## config.mk

```make
export PLATFORM = sky130hd
export DESIGN_NAME = down_counter_timer
export DESIGN_NICKNAME = d
export VERILOG_FILES = /design/src/rtl/counter_pkg.sv /design/src/rtl/down_counter_timer.sv
export SDC_FILE = /design/constraint.sdc
export NUM_CORES = 1
export LEC_CHECK = 0
export BUFFER_PORTS_ARGS = -buffer_cell sky130_fd_sc_hd__buf_2
export CELL_PAD_IN_SITES_DETAIL_PLACEMENT = 2
export CELL_PAD_IN_SITES_GLOBAL_PLACEMENT = 2
export CORE_UTILIZATION = 23
export CTS_BUF_LIST = sky130_fd_sc_hd__clkbuf_2 sky130_fd_sc_hd__clkbuf_4 sky130_fd_sc_hd__clkbuf_8
export DETAILED_ROUTE_END_ITERATION = 7
export PLACE_DENSITY = 0.69
export SLEW_MARGIN = 20
export SYNTH_ARGS = -nofsm -noshare
export SYNTH_HDL_FRONTEND = slang
export SYNTH_SLANG_ARGS = --single-unit
```

## constraint.sdc

```tcl
create_clock -name clk -period 1.39 [get_ports clk]
set_input_delay 0.0695 -clock clk [delete_from_list [all_inputs] [get_ports clk]]
set_output_delay 0.0695 -clock clk [all_outputs]
set_load 0.02 [all_outputs]
```

## src/rtl/counter_pkg.sv

```systemverilog
// Shared types and constants for the sequential-counter library.
package counter_pkg;

    typedef enum logic [1:0] {
        IDLE = 2'd0,
        RUN  = 2'd1,
        DONE = 2'd2
    } state_e;

    localparam int CNT_W_DEF = 4;

endpackage

```

## src/rtl/down_counter_timer.sv

```systemverilog
// Programmable down-counter/timer with one-cycle terminal-count pulse
// and optional auto-reload for periodic tick generation.
module down_counter_timer
    import counter_pkg::*;
#(
    parameter int WIDTH = CNT_W_DEF
) (
    input  logic             clk,
    input  logic             rst,
    input  logic             load,
    input  logic [WIDTH-1:0] load_val,
    input  logic             en,
    input  logic             auto_reload,
    output logic [WIDTH-1:0] out,
    output logic             tc,
    output logic             busy
);

    localparam logic [WIDTH-1:0] ONE  = WIDTH'(1);
    localparam logic [WIDTH-1:0] ZERO = '0;

    state_e           state_q, state_d;
    logic [WIDTH-1:0] out_q, out_d;
    logic [WIDTH-1:0] rld_q, rld_d;
    logic             tc_q, tc_d;

    always_comb begin
        state_d = state_q;
        out_d   = out_q;
        rld_d   = rld_q;
        tc_d    = 1'b0;
        if (load) begin
            out_d   = load_val;
            rld_d   = load_val;
            state_d = (load_val != ZERO) ? RUN : DONE;
        end else begin
            case (state_q)
                RUN: begin
                    if (en) begin
                        // Terminal step: the count never shows 0 when reloading
                        if (out_q == ONE) begin
                            tc_d = 1'b1;
                            if (auto_reload) begin
                                out_d = rld_q;
                            end else begin
                                out_d   = ZERO;
                                state_d = DONE;
                            end
                        end else begin
                            out_d = out_q - ONE;
                        end
                    end
                end
                IDLE:    state_d = IDLE;
                DONE:    state_d = DONE;
                default: state_d = IDLE;
            endcase
        end
    end

    always_ff @(posedge clk) begin
        if (rst) begin
            state_q <= IDLE;
            out_q   <= ZERO;
            rld_q   <= ZERO;
            tc_q    <= 1'b0;
        end else begin
            state_q <= state_d;
            out_q   <= out_d;
            rld_q   <= rld_d;
            tc_q    <= tc_d;
        end
    end

    assign out  = out_q;
    assign tc   = tc_q;
    assign busy = (state_q == RUN);

endmodule

```

Yosys cells after proc, flatten, opt, wreduce, memory -nomap -nowiden --
Cells that the tools add are included. W data, S select, Z words.
Storage, ports and cells: logic and storage cells 31, input port bits 9, output and inout bits 6, register bits 11
Cells by class: multiplexer cells 12, bitwise gates (word level) 2, add/subtract/negate cells 1, reduce and logical (&&, ||, !) cells 6, equality and inequality tests 6
Operators by type and width (count):
- $mux W4 | 5
- $mux W2 | 5
- $ne A3 B3 Y1 const B | 2
- $eq A4 B1 Y1 const B | 1
- $pmux W2 S2 | 1
- $reduce_bool A2 Y1 | 2
- $reduce_bool A4 Y1 | 1
- $reduce_or A4 Y1 | 1
- $sub A4 B1 Y4 const B | 1
- $ne A3 B2 Y1 const B | 1
- $reduce_and A3 Y1 | 1
- $eq A2 B1 Y1 const B | 1
- $eq A2 B2 Y1 const B | 1
- $not A1 Y1 | 2
- $reduce_and A2 Y1 | 1
- $mux W1 | 1

Longest topological paths before layout --
Gate-level depths: netlist of the first run.
depth in word-level cells 5, mapped depth 5, mapped depth without buffers 5

Worst setup path after synthesis of the first run --
Ideal clock, no wire load.
path type register -> register, start reg out_q[0] (netlist: out[0]), end reg state_q[1], library setup time 0.086 ns, stages on the path, launching flop included 5, setup slack -0.294 ns, arrival time 1.598 ns, clock period less this slack 1.684 ns, path buffers 0, data required time 1.304 ns, cells stage by stage dfxtp_1 ha_1 or3b_4 or2_1 a221oi_2
On the way: word-level cells in the longest chain between the ends 3
Ends and longest elaborated chain:
- from (decl) | RTL line down_counter_timer.sv:23 | logic [WIDTH-1:0] out_q, out_d;
- from (signal assigned) | RTL line down_counter_timer.sv:69 | out_q <= out_d;
- $eq A4 B1 Y1 | RTL line down_counter_timer.sv:41 | if (out_q == ONE) begin
- $ne A3 B2 Y1 (no source line)
- $reduce_and A3 Y1 (no source line)
- to (signal assigned) | RTL line down_counter_timer.sv:68 | state_q <= state_d;
- to (decl) | RTL line down_counter_timer.sv:22 | state_e state_q, state_d;
No other way between the ends. A chain may end at the register's enable or synchronous reset.

Worst setup path after layout of the first run --
start reg out_q[1] (netlist: out[1]), end reg state_q[1]
The elaborated chain is that of the path after synthesis.

==> results of run 1 <==
-- timing repair --
item / in CTS / in global routing
gates resized for setup: 3 / 5
pin swaps: 1 / 3
buffers inserted: 1 / 0
setup endpoints to repair: 6 / 6
-- registers in the layout, summed over array words and instances, names as in the netlist --
| name | flops |
|---|---|
| out | 4 |
| rld_q | 4 |
| state_q | 2 |
| tc | 1 |
-- layer usage --
metal	part of all wire [%]	vias to the layer above	wire [um]	track usage, %
met3	3.5	2	68	5.93
met5	0	-	0	0
li1	-	307	-	-
met2	47	13	903	23.0
met1	48	296	924	20.1
met4	1.0	0	20	2.63
-- logic make-up after synthesis --
logic type | count (synthesis)
muxes | 4
DFF | 11
AOI/OAI and AO/OA | 20
buffers and inverters | 7
and+or+nand+nor | 24
adders and majority gates | 3
-- cell type report --
cell class,instances,area [um2]
clock buffers,4,30.0
fillers,295,1650
inverters,5,21.3
multi-input cells,51,412
flip-flops and latches,11,229
well taps,30,37.5
repair buffers,21,123
-- worst min-delay path: cells and delay by family --
kind	cells	cell delay, ns
AND/OR/NAND/NOR	1	0.07
buffers and inverters	1	0.10
multiplexers	1	0.07
-- through the flow --
stage	setup WS, ns	power (mW)	hold slack [ns]
6_report	-0.0875	0.807	0.0677
3_3_place_gp	-0.0580	0.538	0.350
4_1_cts	-0.0964	0.816	0.0700
5_1_grt	-0.142	0.869	0.0771
3_5_place_dp	-0.0759	0.544	0.368
2_1_floorplan	-0.0397	0.467	0.217
-- worst max path at each step --
stage	slack (ns)	start	depth (start not counted)	end
after floorplan	-0.04	out[1]	5	state_q[1]
after global placement	-0.06	out[1]	5	state_q[1]
after detailed placement	-0.08	out[1]	5	state_q[1]
after CTS	-0.1	out[1]	5	state_q[1]
after global routing	-0.14	out[1]	5	state_q[1]
final	-0.09	out[1]	5	state_q[1]
-- report_power, final --
part	switching [mW]	internal (mW)	leakage, nW
Combinational	0.103	0.0955	0.258
Sequential	0.0195	0.334	0.0924
Clock	0.124	0.131	0.0184
-- cell usage in the layout, fill, tap and decap left out, types with 2 or more instances in the layout --
master	instances
mux2i_1	2
o22ai_1	2
buf_4	7
o21ai_0	2
a22oi_1	2
dfxtp_1	8
mux2_4	2
dfxtp_4	2
inv_1	4
nand2_1	6
buf_2	14
a21oi_1	5
nor2_1	3
nor3_1	2
clkbuf_4	4
o22ai_2	2
==> summary.md, run 1 <==
| Metric | Value |
|---|---|
| WL final | `1.92 mm` |
| Biggest area consumer among synthesized cells | `dfxtp_1` |
| Ys Warns | `0` |
| Number of synthesized register bits | `11` |
| Power Density | `about 950 nW/um2` |
| Slowest-stage cell, CP | `or3b_4` |
| Worst-path maximum fanout | `6` |
| Distinct cells, synth | `34` |
| Drt wl/cell | `15.7 um` |
| Worst r2r src | `out[1]` |
| Pin count of the biggest net entering global routing | `15` |
| TritonCTS clock tree | `done` |
| Clk root buf | `clkbuf_4` |
| R2R setup slack | `-0.09 ns` |
| Adder-Cell Fraction of Synth Area | `under 10%` |
| First-pass GRT wire length | `2.96 mm` |
| Post-DP HPWL | `roughly 1.4 mm` |
| Setup TNS | `-0.143 ns` |
| # setup viols final | `3` |
| GRT Overall Usage | `between 10% and 20%` |
| RSZ-0062 raised after global routing | `true` |
| RD Place Congestion | `~0.76` |
| Final Core Density | `about a third` |
| CP bufs+invs | `1` |
| Die area | `slightly below 3000 um2` |
| Fin. Hold Viols | `0` |
| Crit Path Category | `register to register` |
| Worst setup EP type | `register` |
| Cells after Synth | `69` |
| Hold depth | `3` |
| Worst Hold Class | `input pin to register` |
| Clock Skews | `approximately 0.0011 ns` |
| DRT iter0 DRCs | `12` |
| Worst-Skew Late Latency | `0.27 ns` |
| CP delay by family, top | `simple AND/OR/NAND/NOR gates` |
| Failing checks | `negative setup slack` |
| Via density | `around 5.1` |
| # clock sinks | `11` |
| Core Box Area | `approximately 2500 um2` |
| Main combinational cell family by area after synthesis | `simple AND/OR/NAND/NOR gates` |
| Hold_buf cts | `0` |
| H-tree depth | `1` |
| Tightest Pin Transition | `roughly 0.38 ns` |
| Post-synth EDFFs | `0` |
| Die Span X | `between 50 and 60 um` |
| Hold Path Sink | `rld_q[0]` |
| Num ports | `15` |
| Top-area cell type share of the netlist area | `a little over a third` |
| Finished layout cell area | `about 850 um2` |
| Final period util | `106%` |
| DR vias | `approximately 600` |
| Mux share of post-synthesis cell area | `6.92%` |
| Die Height | `between 50 and 60 um` |
| Post-Synth XOR/XNOR Area | `0%` |
| Slowest stage delay, CP | `~0.40 ns` |
| Post-Place Cells | `~120` |
| Clk slew on worst S/H paths | `0.08 ns` |
| CP Launch Type | `register` |
| Worst EP required | `~1.6 ns` |
| DP Area | `between 700 and 800 um2` |
| Top post-synthesis cells by area | `dfxtp_1 (36%), ha_1 (6.1%), a21oi_1 (4.1%)` |
| Layout net count | `105` |
| Grt total ovfl | `0` |
| Post-Synth Simple-Gate Area | `23.8%` |
| Cell leakage power | `approximately 0.37 nW` |
| Post-Syn Area per Cell | `8.90 um2` |
| Outcome | `finished, violations left` |
| Fraction of layout instances using a drive strength above 1 | `between 40% and 50%` |
| Register-to-Register Path Depth | `5` |
| Most frequent cell after synthesis | `dfxtp_1` |
| Initial antenna violation count | `0` |
| Buffers on Ports | `14` |
| Worst setup margin | `-0.0875 ns` |
| Initial Util | `roughly 25%` |
| Final min period | `between 1 and 1.5 ns` |
| Final Non-Filler Cells | `roughly 120` |
| DRT Pass-1 Iters | `4` |
| CP cell instances | `inv_4 -> ha_4 -> or3b_4 -> or2_1 -> a221oi_2` |
| Mapped Area | `roughly 610 um2` |
| Vias in the first global route | `between 600 and 700` |
| Drc violations | `0` |
| Fin. max-slew vios | `0` |
| Synth top cells by count | `dfxtp_1 (11), nand2_1 (6), a21oi_1 (5), inv_1 (5), o22ai_1 (4)` |
| Area Overhead vs Synth | `38.7%` |
| Reg2reg end | `state_q[1]` |
| Post-synthesis compound-gate area fraction | `a little under a quarter` |
| Register area share after synthesis | `35.8%` |
| Asr flop ratio synth | `0%` |
| CTS buffer count | `3` |
| Post-route ant nets | `0` |
| Diode count | `0` |
| Max-Cap Viols | `0` |
| Hold wc startpoint | `load_val[0]` |
| Maximum clock path buffer count | `2` |
| Max Freq | `~0.68 GHz` |
| FP Rows | `18` |
| Main synth FF type | `dfxtp_1` |
| Critical Path AT | `1.67 ns` |
| Slew margin rel. | `between 70% and 80%` |
| Synthesized net count | `81` |
| Max IR drop VDD | `about 540 uV` |
No activity file was read; power rests on OpenSTA's default activity.
==> inputs of run 2 (changes only) <==
Settings changed: CORE_UTILIZATION 23 to 31, PLACE_DENSITY 0.69 to 0.84, REMOVE_ABC_BUFFERS from default to 1.
Clock period 1.39 ns to 1.4 ns, I/O delays scaled along.
==> run 2 against run 1 <==
  * The flow still finishes with violations (negative setup slack)
  * Flip-flop and latch count unchanged
  * Global-route usage rose by 9.9 points
  * Register-to-register slack is essentially flat
  * Non-clock buffer count grew 3
  * Clock power down 4%
  * Worst setup slack improved by 0.013 ns
  * Critical path type unchanged
  * Largest cell class unchanged
==> summary.md, run 2 (synthesized netlist as in run 1, its figures left out) <==
| Metric | Value |
|---|---|
| Diode count | `0 (unchanged)` |
| Met1 Use GR | `30.0% (+9.9 points)` |
| RD Place Congestion | `0.771 (+1.2%)` |
| First-pass GRT wire length | `3.59 mm (+21%)` |
| Power share of the sequential group | `42.3% (-1.5 points)` |
| Clk slew on worst S/H paths | `0.07 ns (about the same)` |
| R2R setup slack | `-0.07 ns (about the same)` |
| Most frequent cells in the layout | `buf_2 (14), dfxtp_1 (8), buf_4 (8)` |
| Max-Cap Viols | `0 (unchanged)` |
| DR vias | `659 (+6.6%)` |
| Setup crit end | `state_q[1]` |
| Max Freq | `0.678 GHz (+0.19%)` |
| Post-Place Cells | `114 (-2.6%)` |
| Finished layout cell area | `901 um2 (+5.7%)` |
| Cell leakage power | `0.389 nW (+5.4%)` |
| DRT iter0 DRCs | `10 (-2)` |
| Hold_buf cts | `0 (unchanged)` |
| Commonest non-fill, non-tap cell in the layout | `buf_2` |
| Buffers on Ports | `14 (unchanged)` |
| Worst-path maximum fanout | `4 (-2)` |
| DRT Pass-1 Iters | `4 (unchanged)` |
| Area Overhead vs Synth | `46.6%` |
| Power Density | `927 nW/um2 (-2.1%)` |
| Post-DP HPWL | `1.51 mm (+4.5%)` |
| Met3 Use GR | `3.53% (-2.4 points)` |
| Drc violations | `0 (unchanged)` |
| Via density | `5.49 (+8.4%)` |
| Drt wl/cell | `19.2 um (+22%)` |
| Final period util | `105% (-0.95 points)` |
| Fin. max-slew vios | `0 (unchanged)` |
| Grt total ovfl | `0 (unchanged)` |
| Layout net count | `108 (+2.9%)` |
| CP Launch Type | `register` |
| Switching pwr | `258 uW (+4.6%)` |
| Worst setup EP type | `register` |
| FP Rows | `15 (-3)` |
| Hold wc startpoint | `rst` |
| Worst Hold Class | `input pin to register` |
| # clock sinks | `11 (unchanged)` |
| Core Box Area | `1780 um2 (-29%)` |
| Setup TNS | `-0.0815 ns (+0.0611 ns)` |
| Top Usage Layer GRT | `met2` |
| GRT Overall Usage | `25.0% (+9.9 points)` |
| Clock share of power | `29.3% (-2.3 points)` |
| TritonCTS clock tree | `done` |
| Worst Setup SP | `out[1]` |
| Clk root buf | `clkbuf_4` |
| Crit Path Category | `register to register` |
| Multi-input logic area | `439 um2 (+6.7%)` |
| Num ports | `15 (unchanged)` |
| WL final | `2.30 mm (+20%)` |
| Switching Share | `30.9% (+0.34 points)` |
| Tightest Pin Transition | `0.436 ns (+0.0577 ns)` |
| H-tree depth | `1 (unchanged)` |
| Fraction of layout instances using a drive strength above 1 | `49.5% (+6.0 points)` |
| Register-to-Register Path Depth | `5 (unchanged)` |
| Failing checks | `negative setup slack` |
| Critical Path AT | `1.66 ns (about the same)` |
| Initial Util | `34.5% (+9.9 points)` |
| Pin count of the biggest net entering global routing | `15 (unchanged)` |
| Final min period | `1.47 ns (-0.00273 ns)` |
| Worst EP required | `1.59 ns (about the same)` |
| Final Non-Filler Cells | `120 (-1.6%)` |
| Initial antenna violation count | `0 (unchanged)` |
| Total power | `835 uW (+3.5%)` |
| # setup viols final | `2 (-1)` |
| Clock Skews | `0.000433 ns (-0.000626 ns)` |
| Fin. Hold Viols | `0 (unchanged)` |
| Reg2reg end | `state_q[1]` |
| Fillers | `205 (-31%)` |
| Worst-Skew Late Latency | `0.27 ns (about the same)` |
| RSZ-0062 raised after global routing | `true` |
| Met2 GRT Util | `42.5% (+19 points)` |
| Post-route ant nets | `0 (unchanged)` |
| Slew margin rel. | `70.5% (-3.9 points)` |
| CTS buffer count | `3 (unchanged)` |
| Worst setup margin | `-0.0748 ns (+0.0127 ns)` |
| Worst r2r src | `out[1]` |
| Maximum clock path buffer count | `2 (unchanged)` |
| Die Height | `46.5 um (-13%)` |
| DP Area | `768 um2 (-2.1%)` |
| Die Span X | `46.5 um (-13%)` |
| Internal power | `577 uW (+2.9%)` |
| Die area | `2160 um2 (-25%)` |
| Max IR drop VDD | `491 uV (-9.1%)` |
| Vias in the first global route | `724 (+20%)` |
| Outcome | `finished, violations left` |
| Comb pwr share | `28.4% (+3.8 points)` |
| FF/Latch Area | `226 um2 (-1.1%)` |
[run 2: timing repair]
action / 4_1_cts / 5_1_grt
endpoints found under the hold margin: 0 / 0
pin swaps: 5 / 2
endpoints found under the setup margin: 6 / 6
buffers inserted: 2 / 0
gates resized for setup: 13 / 10
[run 2: area by class of cell]
type | instances | share of cell area (%)
inverters | 5 | 2.36
multi-input cells | 51 | 48.7
clock buffers | 4 | 3.33
repair buffers | 24 | 16.9
flip-flops and latches | 11 | 25.1
well taps | 25 | 3.47
[run 2: worst min-delay path by stage]
stage / cells past startpoint / slack [ns] / to
final: 2 / 0.03 / rld_q[3]
after global routing: 2 / 0.04 / rld_q[3]
after CTS: 2 / 0.03 / rld_q[3]
after detailed placement: 2 / 0.33 / rld_q[3]
after global placement: 2 / 0.32 / rld_q[2]
after floorplan: 1 / 0.14 / state_q[1]
[run 2: power by group through the flow]
| stage | sequential (mW) | combinational [mW] | clock [mW] |
|---|---|---|---|
| 6_report | 0.354 | 0.237 | 0.245 |
| 5_1_grt | 0.356 | 0.256 | 0.271 |
| 4_1_cts | 0.351 | 0.210 | 0.256 |
| 3_5_place_dp | 0.356 | 0.187 | 0 |
| 3_3_place_gp | 0.354 | 0.178 | 0 |
| 2_1_floorplan | 0.366 | 0.0854 | 0 |
[run 2: metrics by stage]
step,setup slack [ns],hold WS (ns),utilization [%]
3_5_place_dp,-0.206,0.326,43.1
3_3_place_gp,-0.0660,0.323,43.1
4_1_cts,-0.0478,0.0272,47.8
5_1_grt,-0.119,0.0407,50.5
2_1_floorplan,-0.284,0.136,-
6_report,-0.0748,0.0347,50.5
[run 2: critical path: stages, from the launching register on]
cell and delay [ns]:
dfxtp_2 0.34, inv_4 0.07, ha_4 0.15, or3b_4 0.39
or2_1 0.23, a221oi_2 0.21
[run 2: metal layers]
layer	routed length, um	up-vias
met5	0	-
li1	-	310
met2	1220	15
met1	996	332
met4	24	0
met3	66	2
==> inputs of run 3 (changes only) <==
Settings changed: CELL_PAD_IN_SITES_DETAIL_PLACEMENT 2 to 1, CELL_PAD_IN_SITES_GLOBAL_PLACEMENT 2 to 1, CORE_UTILIZATION 31 to 33, PLACE_DENSITY 0.84 to 0.74.
==> run 3 against run 2 <==
  * The run still ends with negative setup slack left
  * Non-clock buffer count down 3
  * Global-route usage decreased by 4.3 points
  * Sequential power down 1%
  * Fmax up 0.43%
  * Cell count is 2.5% lower
  * Sequential share of layout area rose by 1.8 points
  * Largest cell class unchanged
  * Largest power group unchanged
  * Die area decreased by 5.8%
  * Clock-buffer cell count did not move
==> summary.md, run 3 (synthesized netlist as in run 1, its figures left out) <==
| Metric | Value |
|---|---|
| DRT iter0 DRCs | `7 (-3)` |
| Outcome | `finished, violations left` |
| Worst-Skew Late Latency | `0.28 ns (about the same)` |
| Core Box Area | `1730 um2 (-3.2%)` |
| TritonCTS clock tree | `done` |
| Fillers | `228 (+11%)` |
| Layout net count | `105 (-2.8%)` |
| Clk slew on worst S/H paths | `0.08 ns (about the same)` |
| Drc violations | `0 (unchanged)` |
| Fin. max-slew vios | `0 (unchanged)` |
| Worst setup EP type | `register` |
| Most frequent cells in the layout | `buf_2 (14), dfxtp_1 (9), buf_4 (7)` |
| Slowest-stage cell, CP | `or3b_4` |
| DR vias | `611 (-7.3%)` |
| Max-Cap Viols | `0 (unchanged)` |
| Diode count | `0 (unchanged)` |
| Area Overhead vs Synth | `36.3%` |
| First-pass GRT wire length | `2.89 mm (-20%)` |
| Initial antenna violation count | `0 (unchanged)` |
| R2R setup slack | `-0.07 ns (about the same)` |
| CTS buffer count | `3 (unchanged)` |
| Die Span X | `45.1 um (-2.9%)` |
| RSZ-0062 raised after global routing | `true` |
| Initial Util | `35.6% (+1.1 points)` |
| H-tree depth | `1 (unchanged)` |
| Max IR drop VDD | `600 uV (+22%)` |
| Post-route ant nets | `0 (unchanged)` |
| Worst EP required | `1.60 ns (about the same)` |
| # clock sinks | `11 (unchanged)` |
| Maximum clock path buffer count | `2 (unchanged)` |
| Tightest Pin Transition | `0.373 ns (-0.0626 ns)` |
| CP Launch Type | `register` |
| Power Density | `957 nW/um2 (+3.2%)` |
| Cell leakage power | `0.365 nW (-6.2%)` |
| Fin. Hold Viols | `0 (unchanged)` |
| Reg2reg end | `state_q[1]` |
| Via density | `5.22 (-4.9%)` |
| Max Freq | `0.681 GHz (+0.43%)` |
| Die area | `2040 um2 (-5.8%)` |
| Failing checks | `negative setup slack` |
| Num ports | `15 (unchanged)` |
| Worst setup margin | `-0.0685 ns (+0.00626 ns)` |
| # setup viols final | `2 (unchanged)` |
| Vias in the first global route | `610 (-16%)` |
| Commonest non-fill, non-tap cell in the layout | `buf_2` |
| Post-DP HPWL | `1.31 mm (-13%)` |
| Critical Path AT | `1.67 ns (about the same)` |
| Worst Setup SP | `out[1]` |
| Fraction of layout instances using a drive strength above 1 | `44.6% (-4.9 points)` |
| Slowest stage delay, CP | `0.41 ns (+0.02 ns)` |
| GRT Overall Usage | `20.7% (-4.3 points)` |
| Slew margin rel. | `74.8% (+4.2 points)` |
| Worst r2r src | `out[1]` |
| Grt total ovfl | `0 (unchanged)` |
| WL final | `1.85 mm (-19%)` |
| Total power | `801 uW (-4.1%)` |
| Final Core Density | `48.5% (-2.0 points)` |
| Setup crit end | `state_q[1]` |
| Clk root buf | `clkbuf_4` |
| Register-to-Register Path Depth | `5 (unchanged)` |
| RD Place Congestion | `0.741 (-3.8%)` |
| Drt wl/cell | `15.8 um (-17%)` |
| Final min period | `1.47 ns (-0.00626 ns)` |
| Final period util | `105% (-0.45 points)` |
| FP Rows | `15 (unchanged)` |
| Crit Path Category | `register to register` |
| DRT Pass-1 Iters | `4 (unchanged)` |
| Clock Skews | `0.00360 ns (+0.00316 ns)` |
| CP cell instances | `inv_2 -> ha_4 -> or3b_4 -> or2_1 -> a221oi_2` |
| Die Height | `45.1 um (-2.9%)` |
| Pin count of the biggest net entering global routing | `15 (unchanged)` |
| Worst-path maximum fanout | `4 (unchanged)` |
| Worst Hold Class | `input pin to register` |
| Buffers on Ports | `14 (unchanged)` |
run 3: cell count changes in the layout (fill, tap and decap cells not counted), moves of 2 or more:
cell     change
buf_6        -2
inv_2        +2
o22ai_1      +2
mux2_4       -2
o22ai_2      -2
mux2_2       +2
run 3: final cells by class:
| cell class | count | area, um2 | area share (%) |
|---|---|---|---|
| inverters | 5 | 18.8 | 2.24 |
| multi-input cells | 51 | 409 | 48.9 |
| repair buffers | 21 | 123 | 14.6 |
| flip-flops and latches | 11 | 225 | 26.9 |
| well taps | 25 | 31.3 | 3.74 |
| clock buffers | 4 | 30.0 | 3.59 |
run 3: metrics by stage:
stage / TNS (ns) / std cells / instance area (um2) / setup slack (ns) / hold slack (ns)
2_1_floorplan: -1.07 / 67 / 607 / -0.284 / 0.136
3_3_place_gp: -0.258 / 113 / 761 / -0.104 / 0.356
3_5_place_dp: -0.480 / 113 / 761 / -0.139 / 0.367
4_1_cts: -0.0839 / 117 / 822 / -0.0447 / 0.0767
5_1_grt: -0.293 / 117 / 837 / -0.129 / 0.0871
6_report: -0.0998 / 117 / 837 / -0.0685 / 0.0827
run 3: routing by layer:
metal,global-route usage (%),up-vias,wire length [um]
met3,5.20,4,59
met1,26.3,282,871
met2,31.0,12,874
met5,0,-,0
met4,12.7,0,48
li1,-,313,-
run 3: power by group:
group	leakage (nW)	internal (mW)	switching [mW]
logic	0.255	0.0918	0.106
registers	0.0917	0.332	0.0176
clock network	0.0184	0.130	0.123
run 3: worst min-delay path by stage:
stage | start | to | slack (ns) | depth (start not counted)
floorplan | rst | state_q[1] | 0.14 | 1
detailed placement | load_val[0] | rld_q[0] | 0.37 | 3
finish | load_val[0] | rld_q[0] | 0.08 | 3
global placement | load_val[0] | rld_q[0] | 0.36 | 3
global route | load_val[0] | rld_q[0] | 0.09 | 3
CTS | load_val[2] | rld_q[2] | 0.08 | 3
run 3: timing repair:
action / in CTS / in global routing
resized for setup: 11 / 3
buffers inserted: 0 / 0
pin swaps: 6 / 2
cloned: 0 / 0
endpoints found under the setup margin: 6 / 6
hold buffers: 0 / 0
run 3: critical path, delay by kind of cell, from the launching register on:
kind	cells	cell delay, ns
adder cells (fa/ha/maj)	1	0.14
flip-flops	1	0.33
AO/OA/AOI/OAI	1	0.20
buffers and inverters	1	0.08
AND/OR/NAND/NOR	2	0.64
